File: src/rtl/bus_tristate_arbiter_pkg.sv
// Shared types, constants and the round-robin pick function for the tristate bus arbiter.
package bus_arb_pkg;

    typedef enum logic [1:0] {
        IDLE = 2'd0,
        OWN  = 2'd1,
        TURN = 2'd2
    } arb_state_t;

    localparam int HOLD_W  = 8;
    localparam int TURN_W  = 2;
    localparam int MAX_SRC = 8;

    typedef struct packed {
        logic       valid;
        logic [2:0] idx;
    } rr_pick_t;

    // First requester at or after ptr, wrapping modulo n; equivalent to rotate, encode, rotate back.
    function automatic rr_pick_t rr_pick(input logic [7:0] req, input logic [2:0] ptr,
                                         input logic [3:0] n);
        rr_pick_t   res;
        logic [3:0] pos;
        res.valid = 1'b0;
        res.idx   = 3'd0;
        for (int i = 0; i < MAX_SRC; i++) begin
            pos = {1'b0, ptr} + 4'(i);
            if (pos >= n) begin
                pos = pos - n;
            end else begin
                pos = pos;
            end
            if (!res.valid && (4'(i) < n) && req[pos[2:0]]) begin
                res.valid = 1'b1;
                res.idx   = pos[2:0];
            end else begin
                res = res;
            end
        end
        return res;
    endfunction

endpackage

File: src/rtl/bus_tristate_arbiter_rr_picker.sv
// Combinational round-robin picker: lowest-index requester counting upward from ptr.
import bus_arb_pkg::*;

module rr_picker #(
    parameter  int N_SRC = 4,
    localparam int IDX_W = $clog2(N_SRC)
) (
    input  logic [N_SRC-1:0] req,
    input  logic [IDX_W-1:0] ptr,
    output logic [IDX_W-1:0] winner,
    output logic             valid
);

    rr_pick_t pick_s;

    // Widen to the package's fixed 8-source form and pick.
    always_comb begin
        pick_s = rr_pick(8'(req), 3'(ptr), 4'(N_SRC));
    end

    assign winner = IDX_W'(pick_s.idx);
    assign valid  = pick_s.valid;

endmodule

File: src/rtl/bus_tristate_arbiter.sv
// Round-robin owner of a shared tristate bus: one-hot registered enables, turnaround gap, hold limit.
import bus_arb_pkg::*;

module bus_tristate_arbiter #(
    parameter  int N_SRC    = 4,
    parameter  int TURN_CYC = 1,
    parameter  int MAX_HOLD = 16,
    localparam int IDX_W    = $clog2(N_SRC)
) (
    input  logic             clk,
    input  logic             rst,
    input  logic [N_SRC-1:0] req,
    input  logic [N_SRC-1:0] done,
    output logic [N_SRC-1:0] grant,
    output logic [N_SRC-1:0] bus_en,
    output logic [IDX_W-1:0] owner,
    output logic             busy,
    output logic             timeout
);

    localparam logic [N_SRC-1:0] ONE_HOT0 = {{(N_SRC-1){1'b0}}, 1'b1};
    localparam logic [N_SRC-1:0] NO_SRC   = {N_SRC{1'b0}};

    arb_state_t        state_r, state_nxt_s;
    logic [IDX_W-1:0]  ptr_r, ptr_nxt_s, owner_nxt_s, pick_idx_s;
    logic [HOLD_W-1:0] hold_r, hold_nxt_s;
    logic [TURN_W-1:0] turn_r, turn_nxt_s;
    logic [N_SRC-1:0]  grant_nxt_s;
    logic              timeout_nxt_s, pick_valid_s, arb_s, expire_s, owner_req_s, owner_done_s;

    rr_picker #(.N_SRC(N_SRC)) u_picker (
        .req    (req),
        .ptr    (ptr_r),
        .winner (pick_idx_s),
        .valid  (pick_valid_s)
    );

    assign owner_req_s  = req[owner];
    assign owner_done_s = done[owner];
    // hold_r counts owned cycles already completed, so the limit hits on the MAX_HOLD-th cycle.
    assign expire_s     = (hold_r >= HOLD_W'(MAX_HOLD - 1));

    // Next-state, counter and output-register values.
    always_comb begin
        state_nxt_s   = state_r;
        grant_nxt_s   = grant;
        owner_nxt_s   = owner;
        ptr_nxt_s     = ptr_r;
        hold_nxt_s    = hold_r;
        turn_nxt_s    = turn_r;
        timeout_nxt_s = 1'b0;
        arb_s         = 1'b0;
        case (state_r)
            IDLE: begin
                arb_s = pick_valid_s;
            end
            OWN: begin
                if (owner_done_s || !owner_req_s || expire_s) begin
                    state_nxt_s   = TURN;
                    grant_nxt_s   = NO_SRC;
                    turn_nxt_s    = TURN_W'(TURN_CYC);
                    timeout_nxt_s = expire_s && owner_req_s && !owner_done_s;
                end else if (hold_r != {HOLD_W{1'b1}}) begin
                    hold_nxt_s = hold_r + 8'd1;
                end else begin
                    hold_nxt_s = hold_r;
                end
            end
            TURN: begin
                if (turn_r <= 2'd1) begin
                    state_nxt_s = IDLE;
                    arb_s       = pick_valid_s;
                end else begin
                    turn_nxt_s = turn_r - 2'd1;
                end
            end
            default: begin
                state_nxt_s = IDLE;
                grant_nxt_s = NO_SRC;
            end
        endcase
        // The pointer already sits past the previous owner, so it is naturally lowest priority.
        if (arb_s) begin
            state_nxt_s = OWN;
            grant_nxt_s = ONE_HOT0 << pick_idx_s;
            owner_nxt_s = pick_idx_s;
            hold_nxt_s  = {HOLD_W{1'b0}};
            ptr_nxt_s   = (pick_idx_s == IDX_W'(N_SRC - 1)) ? {IDX_W{1'b0}}
                                                             : pick_idx_s + IDX_W'(1);
        end else begin
            ptr_nxt_s = ptr_nxt_s;
        end
    end

    // State, counters and all outputs; reset drops every enable immediately.
    always_ff @(posedge clk or posedge rst) begin
        if (rst) begin
            state_r <= IDLE;
            grant   <= NO_SRC;
            bus_en  <= NO_SRC;
            owner   <= {IDX_W{1'b0}};
            busy    <= 1'b0;
            timeout <= 1'b0;
            ptr_r   <= {IDX_W{1'b0}};
            hold_r  <= {HOLD_W{1'b0}};
            turn_r  <= {TURN_W{1'b0}};
        end else begin
            state_r <= state_nxt_s;
            grant   <= grant_nxt_s;
            bus_en  <= grant_nxt_s;
            owner   <= owner_nxt_s;
            busy    <= |grant_nxt_s;
            timeout <= timeout_nxt_s;
            ptr_r   <= ptr_nxt_s;
            hold_r  <= hold_nxt_s;
            turn_r  <= turn_nxt_s;
        end
    end

endmodule
File: config.mk
export PLATFORM = sky130hd
export DESIGN_NAME = bus_tristate_arbiter
export DESIGN_NICKNAME = d
export VERILOG_FILES = /design/src/rtl/bus_tristate_arbiter_pkg.sv /design/src/rtl/bus_tristate_arbiter_rr_picker.sv /design/src/rtl/bus_tristate_arbiter.sv
export SDC_FILE = /design/constraint.sdc
export NUM_CORES = 1
export LEC_CHECK = 0
export CORE_AREA = 2 2 48 59
export CTS_BUF_LIST = sky130_fd_sc_hd__clkbuf_4 sky130_fd_sc_hd__clkbuf_8 sky130_fd_sc_hd__clkbuf_16
export CTS_CLUSTER_DIAMETER = 60
export DETAILED_ROUTE_END_ITERATION = 10
export DIE_AREA = 0 0 50 61
export HOLD_SLACK_MARGIN = 0.05
export PLACE_DENSITY_LB_ADDON = 0.1
export SYNTH_ARGS = -nofsm -noshare
export SYNTH_HDL_FRONTEND = slang
export SYNTH_SLANG_ARGS = --single-unit
File: constraint.sdc
create_clock -name clk -period 2.6 [get_ports clk]
set_input_delay 0.39 -clock clk [delete_from_list [all_inputs] [get_ports clk]]
set_output_delay 0.39 -clock clk [all_outputs]
set_load 0.01 [all_outputs]
=== After elaboration in Yosys (flattened, before gate mapping) ===
Cells that the tools add are included.

* Flip-flop bits (word level): 22
* Bits in latches: 0
* Bits in writable memories: 0
* Bits in read-only memories: 0
* Input port bits: 10
* Output and inout bits: 12
* Word-level logic and storage cells: 100
* Memories kept: 0

* $add $sub $neg: 10
* Multiply operators: 0
* Div/mod/pow operators: 0
* Magnitude comparators: 11
* Equal/unequal tests: 10
* Shift-type cells: 1
* Mux-type cells: 39
* Bitwise operators: 0
* Reduce and logical (&&, ||, !) cells: 21

{| class="wikitable"
|+ Operators by type and width
! operator !! count
|-
| 8-bit two-way mux || 4
|-
| 4-bit two-way mux || 6
|-
| 3-bit by 4-bit < comparator with 1-bit output (second input constant) || 4
|-
| 1-bit binary-select mux with 3-bit select || 4
|-
| 4-bit by 3-bit >= comparator with 1-bit output (second input constant) || 3
|-
| 2-bit two-way mux || 6
|-
| 3-bit two-way mux || 4
|-
| 1-bit two-way mux || 9
|-
| 3-bit AND reduction || 3
|-
| 3-bit subtractor (second input constant) || 3
|-
| 8-bit by 1-bit adder with 8-bit output (second input constant) || 1
|-
| 8-bit by 4-bit >= comparator with 1-bit output (second input constant) || 1
|-
| 2-bit != test (second input constant) || 4
|-
| 8-bit != test (second input constant) || 1
|-
| 4-bit one-hot mux with 2 select lines || 1
|-
| 2-bit by 2-bit adder with 3-bit output (second input constant) || 2
|-
| 3-bit != test (second input constant) || 2
|-
| 2-bit one-hot mux with 3 select lines || 1
|-
| 2-bit nonzero test || 3
|-
| 1-bit logical AND || 5
|-
| 1-bit logical NOT || 5
|-
| 1-bit binary-select mux with 2-bit select || 2
|-
| 2-bit == test (second input constant) || 2
|-
| 2-bit one-hot mux with 2 select lines || 1
|-
| other kinds (14) || 15
|}

=== Logic depth before layout (Yosys ltp) ===
Gate-level depths: netlist of the first run.

* Depth in word-level cells: 18
* Depth in mapped cells: 7
* Depth with buffers taken out: 7

=== Cells and area by module ===
Synthesis of the first run repeated with hierarchy kept, for this count alone.

* Cell total of the unflattened synthesis: 113
* Area, all modules: 1,224.9 um^2

{| class="wikitable"
|+ By module, submodules not included
! module !! instances !! cells an instance !! area each (um^2) !! seq. area each (um^2)
|-
| bus_tristate_arbiter || 1 || 98 || 1,147.4 || 550.5
|-
| rr_picker || 1 || 15 || 77.6 || 0.0
|}

=== Worst setup path after synthesis of the first run ===
No wires, ideal clock.

* Path type: reg-to-reg
* Start: register ptr_r[1]
* End: register busy
* Library setup time: 0.140 ns
* Arrival time: 1.969 ns
* Data required time: 2.460 ns
* Path slack: 0.491 ns
* Cell stages (with the launch flop): 7
* Path buffers: 0
* Period minus slack after synthesis: 2.109 ns
* Cell sequence: dfrtp_1 -> mux2_2 -> a221oi_1 -> inv_1 -> ha_1 -> nor4_1 -> a221oi_2

* Elaborated cells on any way between the ends: 38
* Those cells by class: add/sub (7); order compare (4); shift (1); mux (19); reduce/logical (7)

{| class="wikitable"
|+ RTL lines
! what !! line !! source
|-
| from (decl) || bus_tristate_arbiter.sv:25 || <nowiki>logic [IDX_W-1:0] ptr_r, ptr_nxt_s, owner_nxt_s, pick_idx_s;</nowiki>
|-
| from (signal assigned) || bus_tristate_arbiter.sv:104 || <nowiki>ptr_r <= {IDX_W{1'b0}};</nowiki>
|-
| from (signal assigned) || bus_tristate_arbiter.sv:114 || <nowiki>ptr_r <= ptr_nxt_s;</nowiki>
|-
| parallel branches: the longest is 13 deep, another holds 4-bit by 3-bit >= comparator with 1-bit output || - ||
|-
| 4-bit two-way mux * || bus_tristate_arbiter_pkg.sv:33 || <nowiki>if (!res.valid && (4'(i) < n) && req[pos[2:0]]) begin</nowiki>
|-
| via pick_idx_s[0] || bus_tristate_arbiter.sv:25 ||
|-
| 1-bit by 2-bit << shifter with 4-bit output * || bus_tristate_arbiter.sv:85 || <nowiki>grant_nxt_s = ONE_HOT0 << pick_idx_s;</nowiki>
|-
| 4-bit two-way mux * || bus_tristate_arbiter.sv:83 || <nowiki>if (arb_s) begin</nowiki>
|-
| 4-bit OR reduction * || bus_tristate_arbiter.sv:112 || <nowiki>busy <= |grant_nxt_s;</nowiki>
|-
| to (signal assigned) || bus_tristate_arbiter.sv:112 ||
|-
| to (decl) || bus_tristate_arbiter.sv:17 || <nowiki>output logic busy,</nowiki>
|}

Mark *: on every way through the listed nets, which the timed path passes. The select of a mux whose other input is x is not followed.
A chain may end at the register's enable or synchronous reset.

=== Worst setup path in the final report of the first run ===
* Start: input req[0]
* End: register busy

* Elaborated cells on any way between the ends: 30
* Those cells by class: shift (1); mux (19); reduce/logical (10)

{| class="wikitable"
|+ RTL lines
! what !! line !! source
|-
| from (decl) || bus_tristate_arbiter.sv:12 || <nowiki>input logic [N_SRC-1:0] req,</nowiki>
|-
| 1-bit binary-select mux with 3-bit select || bus_tristate_arbiter_pkg.sv:33 ||
|-
| 1-bit two-way mux (implied by the code) || bus_tristate_arbiter_pkg.sv:33 ||
|-
| 4-bit two-way mux || bus_tristate_arbiter_pkg.sv:33 ||
|-
| 1-bit logical NOT || bus_tristate_arbiter_pkg.sv:33 ||
|-
| 1-bit logical AND || bus_tristate_arbiter_pkg.sv:33 ||
|-
| 4-bit two-way mux || bus_tristate_arbiter_pkg.sv:33 ||
|-
| 1-bit logical NOT || bus_tristate_arbiter_pkg.sv:33 ||
|-
| 1-bit logical AND || bus_tristate_arbiter_pkg.sv:33 ||
|-
| 4-bit two-way mux || bus_tristate_arbiter_pkg.sv:33 ||
|-
| 1-bit logical NOT || bus_tristate_arbiter_pkg.sv:33 ||
|-
| 1-bit logical AND || bus_tristate_arbiter_pkg.sv:33 ||
|-
| 4-bit two-way mux * || bus_tristate_arbiter_pkg.sv:33 ||
|-
| via pick_idx_s[0] || bus_tristate_arbiter.sv:25 ||
|-
| 1-bit by 2-bit << shifter with 4-bit output * || bus_tristate_arbiter.sv:85 ||
|-
| 4-bit two-way mux * || bus_tristate_arbiter.sv:83 ||
|-
| 4-bit OR reduction * || bus_tristate_arbiter.sv:112 ||
|}

The timed path passes the listed nets; every way through them passes the cells marked *. The select of a mux whose other input is x is not followed.

==> results.json, run 1 <==
{
  "grt_pass1_wl_um": 3843,
  "detail_route.wl_per_cell_um": 13.11,
  "cap_violations": 0,
  "synth_edf_count": 0,
  "max_freq_mhz": 474.7,
  "drive_gt1_share_pct": 8.148,
  "clk_latency_ns": 0.31,
  "yosysTopAreaCell": "dfrtp_1",
  "finalNetCount": 152,
  "io_pins": 22,
  "drt_iter0_drc": 21,
  "critical_path.slowest_cell": "clkdlybuf4s50_1",
  "cts.clk_slew.worst_paths_ns": 0.12,
  "seqCellArea_um2": 550.5,
  "io_buffers": 21,
  "status": "completed",
  "core_area_um2": 2477,
  "n_antenna_cell": 0,
  "clockBufferDepth": 2,
  "setup-violations-final": 0,
  "hold_class": "reg -> reg",
  "power.density_nw_per_um2": 1037,
  "drtAntennaViolNets": 0,
  "grt_pass1_vias": 865,
  "critPathCaptureType": "flop",
  "max_stage_delay_ns": 0.49,
  "drt_first_pass_iters": 4,
  "synth.top_cell.area_share_pct": 45.41,
  "syn-cell-area_um2": 1212,
  "hold_violations": 0,
  "ys.warnings.count": 0,
  "slew_violations": 0,
  "root_buffer": "clkbuf_4",
  "cts_setup_buffers": 0,
  "startpoint_type": "input pin",
  "drt-total-wl_um": 2202,
  "fp.dieW_um": 50,
  "worstPathArrival_ns": 2.29,
  "drc": 0,
  "ys.flop_type": "dfrtp_1",
  "multi_input_area_um2": 570.5,
  "cts_tree": "built",
  "nFillCells": 194,
  "crit_start": "req[0]",
  "fin_setup_tns_ns": 0,
  "final_cell_mix": "22 x dfrtp_1, 21 x clkdlybuf4s50_1, 11 x nand2_1",
  "grt.overflow.total": 0,
  "clock_skew_ns": 0.008056,
  "initial_utilization_pct": 48.94,
  "worst-path-max-fanout": 6,
  "tightest_slew_ns": 0.8233,
  "synthTopCellsByArea": "dfrtp_1 45%, mux2i_1 6.6%, ha_1 6.2%",
  "fin_hold_ws_ns": 0.5117,
  "cts-buffers-inserted": 3,
  "r2r-start": "ptr_r[1]$_DFFE_PP0P_",
  "crit_type": "in -> reg",
  "cts_repair_resize_count": 0,
  "num_vias": 883,
  "rsz0062_at_grt": "false",
  "ir_drop_v": 0.0004910,
  "synth-seq-cells": 22,
  "synth_seq_area_share_pct": 45.41,
  "gp_congestion": 0.9058,
  "cp_num_buf_inv": 2,
  "leakagePower_nw": 0.6762,
  "slew_headroom_pct": 45.05,
  "fp.dieH_um": 61,
  "grt_use_total_pct": 16.87,
  "hold_buffers": 0,
  "antenna_found_initial": 0,
  "hold_start": "hold_r[4]$_DFFE_PP0P_",
  "htreeDepth": 1,
  "final_common_cell": "dfrtp_1",
  "synth_cells": 117,
  "die-area_um2": 3050,
  "avgSynthCellArea_um2": 10.36,
  "crit_chain": "clkdlybuf4s50_1, mux2_2, a221oi_1, inv_1, ha_1, nor4_1, a221oi_2",
  "place_hpwl_um": 1714,
  "rows": 20,
  "cts.sinks": 22,
  "vias_per_cell": 5.256,
  "syn_nets": 133,
  "min_period_ns": 2.107,
  "grt_max_degree": 23,
  "async_flop_share_pct": 100.0,
  "fin_crit_sh_pct": 81.02,
  "crit_family": "buffers and inverters",
  "synth_cell_types": 35,
  "syn_to_final_growth_pct": 20.64,
  "required_ns": 2.78
}
-- sequential cells by signal, summed over array words and instances (netlist names) --
signal	cells
timeout	1
busy	1
state_r	2
turn_r	2
ptr_r	2
bus_en	4
hold_r	8
owner	2
-- Yosys cell counts (2+ instances only) --
cell type / instances
nor2b_1: 3
and2_1: 4
dfrtp_1: 22
or2_2: 2
o21ai_0: 3
a21oi_1: 8
buf_6: 2
nand2b_1: 3
buf_4: 4
mux2i_1: 8
nor4b_1: 2
nor4_1: 3
nand2_1: 11
nor3b_1: 2
a21o_1: 2
nor2_1: 4
ha_1: 6
nand3b_1: 3
inv_1: 8
or4_1: 2
-- per-layer routing --
layer | vias to the layer above | global-route usage, % | wire length [um]
li1 | 440 | - | -
met1 | 430 | 19.53 | 957
met2 | 11 | 30.26 | 1186
met3 | 2 | 2.956 | 39
met4 | 0 | 8.333 | 19
met5 | - | 0 | 0
-- layout make-up --
class | count | area share (%)
sequential | 22 | 37.64
clock inverter | 1 | 2.053
inverter | 8 | 2.053
clock buffer | 3 | 1.540
multi-input combinational | 79 | 39.01
tap | 33 | 2.823
timing repair buffer | 22 | 14.88
-- report_power, final --
part	total [mW]	internal, mW	switching, mW
Sequential	0.556	0.441	0.115
Clock	0.260	0.156	0.104
Combinational	0.700	0.369	0.331
-- final timing paths --
kind,end,slack [ns],cells past startpoint
max,busy$_DFF_PP0_,0.49,7
min,hold_r[4]$_DFFE_PP0P_,0.51,1
max reg2reg,busy$_DFF_PP0_,0.52,6
min reg2reg,hold_r[4]$_DFFE_PP0P_,0.51,1
max in group asynchronous,hold_r[3]$_DFFE_PP0P_,1.56,2
min in group asynchronous,bus_en[2]$_DFF_PP0_,0.52,2
-- stage by stage --
step	instances	area, um2	setup WS [ns]	utilization (%)	total power, mW
after floorplan	117	1212	0.4910	-	1.071
after global placement	164	1410	0.2179	56.92	1.253
after detailed placement	164	1410	0.1613	56.92	1.271
after CTS	168	1463	0.4959	59.04	1.534
after global routing	168	1463	0.4022	59.04	1.630
final	168	1463	0.4934	59.04	1.516
-- cell families after synthesis --
family	after synthesis	share of synthesized area (%)
flip-flops	22	45.41
multiplexers	10	8.772
buffers and inverters	16	7.533
AND/OR/NAND/NOR	42	20.23
XOR/XNOR	1	0.7225
adder cells (fa/ha/maj)	6	6.192
AO/OA/AOI/OAI	20	11.15
Power figures use the tool's default switching activity.
==> run 2, diff against run 1 <==
Clock period 2.6 ns to 2.1 ns, I/O delays scaled along.
==> run 2 against run 1 <==
Net effect: first-iteration DRC count down 57%; die area unchanged; highest routed layer unchanged; critical path depth down 1; clock power up 28%; hold slack worse by 0.20 ns; final area up 8.2%; sequential power up 20%.
==> results.json, run 2 (synthesized netlist as in run 1, its figures left out) <==
{
  "core_area_um2": 2477,
  "antenna_found_initial": 0,
  "drtAntennaViolNets": 0,
  "final_area_um2": 1583,
  "grt_pass1_vias": 914,
  "max_stage_delay_ns": 0.46,
  "slew_violations": 0,
  "hold_violations": 0,
  "fin_cells": 179,
  "crit_family": "flip-flops",
  "drt_first_pass_iters": 4,
  "htreeDepth": 1,
  "setup-violations-final": 0,
  "fin_hold_ws_ns": 0.3098,
  "fin_util_pct": 63.89,
  "ir_drop_v": 0.0007542,
  "worstPathArrival_ns": 2.17,
  "vias_per_cell": 5.240,
  "cp_num_buf_inv": 1,
  "fin_setup_tns_ns": 0,
  "fin_crit_sh_pct": 93.79,
  "critPathCaptureType": "flop",
  "drt-total-wl_um": 2408,
  "critical_path.slowest_cell": "dfrtp_1",
  "largest_reg_flops": 8,
  "drt_iter0_drc": 9,
  "power.density_nw_per_um2": 1305,
  "reg2reg_to": "busy$_DFF_PP0_",
  "grt_pass1_wl_um": 4057,
  "fp.dieW_um": 50,
  "clk_latency_ns": 0.31,
  "die-area_um2": 3050,
  "top_regs": "hold_r: 8 flops, bus_en: 4 flops",
  "gp_congestion": 0.8634,
  "final_cell_mix": "22 x dfrtp_1, 21 x clkdlybuf4s50_1, 11 x nand2_1",
  "pre_cts_slack_ns": -0.2058,
  "drive_gt1_share_pct": 16.44,
  "syn_to_final_growth_pct": 30.55,
  "cts_tree": "built",
  "dp.cells": 175,
  "leakagePower_nw": 0.7401,
  "clock_skew_ns": 0.003220,
  "required_ns": 2.30,
  "startpoint_type": "flop",
  "ff2ff_path_depth": 6,
  "max_freq_mhz": 507.7,
  "root_buffer": "clkbuf_4",
  "hold_class": "in -> async",
  "grt.overflow.total": 0,
  "worst-path-max-fanout": 6,
  "n_antenna_cell": 0,
  "slew_headroom_pct": 73.67,
  "fin_ws_ns": 0.1305,
  "cts.sinks": 22,
  "detail_route.wl_per_cell_um": 13.45,
  "io_buffers": 21,
  "io_pins": 22,
  "path_common_cell": "a221oi_2",
  "final_common_cell": "dfrtp_1",
  "finalPower_mw": 2.065,
  "clockBufferDepth": 2,
  "initial_utilization_pct": 48.94,
  "tightest_slew_ns": 0.3949,
  "top_register": "hold_r",
  "drc": 0,
  "cap_violations": 0,
  "crit_type": "reg -> reg",
  "r2r-start": "ptr_r[1]$_DFFE_PP0P_",
  "cts.clk_slew.worst_paths_ns": 0.13,
  "regToRegSetupSlack_ns": 0.13,
  "cts_setup_buffers": 0,
  "dpl_cell_area_um2": 1524,
  "grt_max_degree": 23,
  "min_period_ns": 1.970,
  "fp.dieH_um": 61,
  "cts-buffers-inserted": 3,
  "num_vias": 938,
  "status": "completed",
  "grt_use_total_pct": 18.16,
  "crit_chain": "mux2_2, a221oi_2, inv_1, ha_1, nor4_2, a221oi_2",
  "rows": 20,
  "finalNetCount": 163,
  "rsz0062_at_grt": "false"
}
==> run 2: per-layer routing <==
layer	wire [um]	track usage [%]	part of all wire, %
met5	0	0	0
met4	57	10.71	2.4
met3	37	3.202	1.5
met2	1270	32.89	53
met1	1042	20.06	43
==> run 2: repair_timing <==
item,4_1_cts,5_1_grt
hold buffers,0,0
endpoints found under the setup margin,0,1
resized for setup,0,1
endpoints found under the hold margin,0,0
==> run 2: how the worst max path moves through the flow <==
stage,start,end,cells after the start
2_1_floorplan,ptr_r[1]$_DFFE_PP0P_,busy$_DFF_PP0_,6
3_3_place_gp,req[0],busy$_DFF_PP0_,9
3_5_place_dp,req[0],busy$_DFF_PP0_,9
4_1_cts,ptr_r[1]$_DFFE_PP0P_,busy$_DFF_PP0_,6
5_1_grt,ptr_r[1]$_DFFE_PP0P_,busy$_DFF_PP0_,6
6_report,ptr_r[1]$_DFFE_PP0P_,busy$_DFF_PP0_,6
==> run 2: layout make-up <==
type | instances | area, um2
fillers | 194 | 894.6
multi-input cells | 79 | 583.1
flip-flops and latches | 22 | 550.5
repair buffers | 33 | 325.3
well taps | 33 | 41.29
clock inverters | 1 | 30.03
inverters | 8 | 30.03
clock buffers | 3 | 22.52
==> run 2: tightest hold or removal path, cell delays in order <==
cell,delay (ns)
clkdlybuf4s50_1,0.39
inv_1,0.05
buf_4,0.27
==> run 2: power breakdown <==
group          switching, mW  leakage (nW)  internal (mW)  total [mW]
logic                  0.475         0.426          0.591        1.07
registers              0.120         0.286          0.546       0.666
clock network          0.140        0.0279          0.193       0.333
==> run 3, diff against run 2 <==
Settings changed: CAP_MARGIN set to 40.
==> results of run 3 <==
Final layout, timing and power as in run 2 (identical DEF).
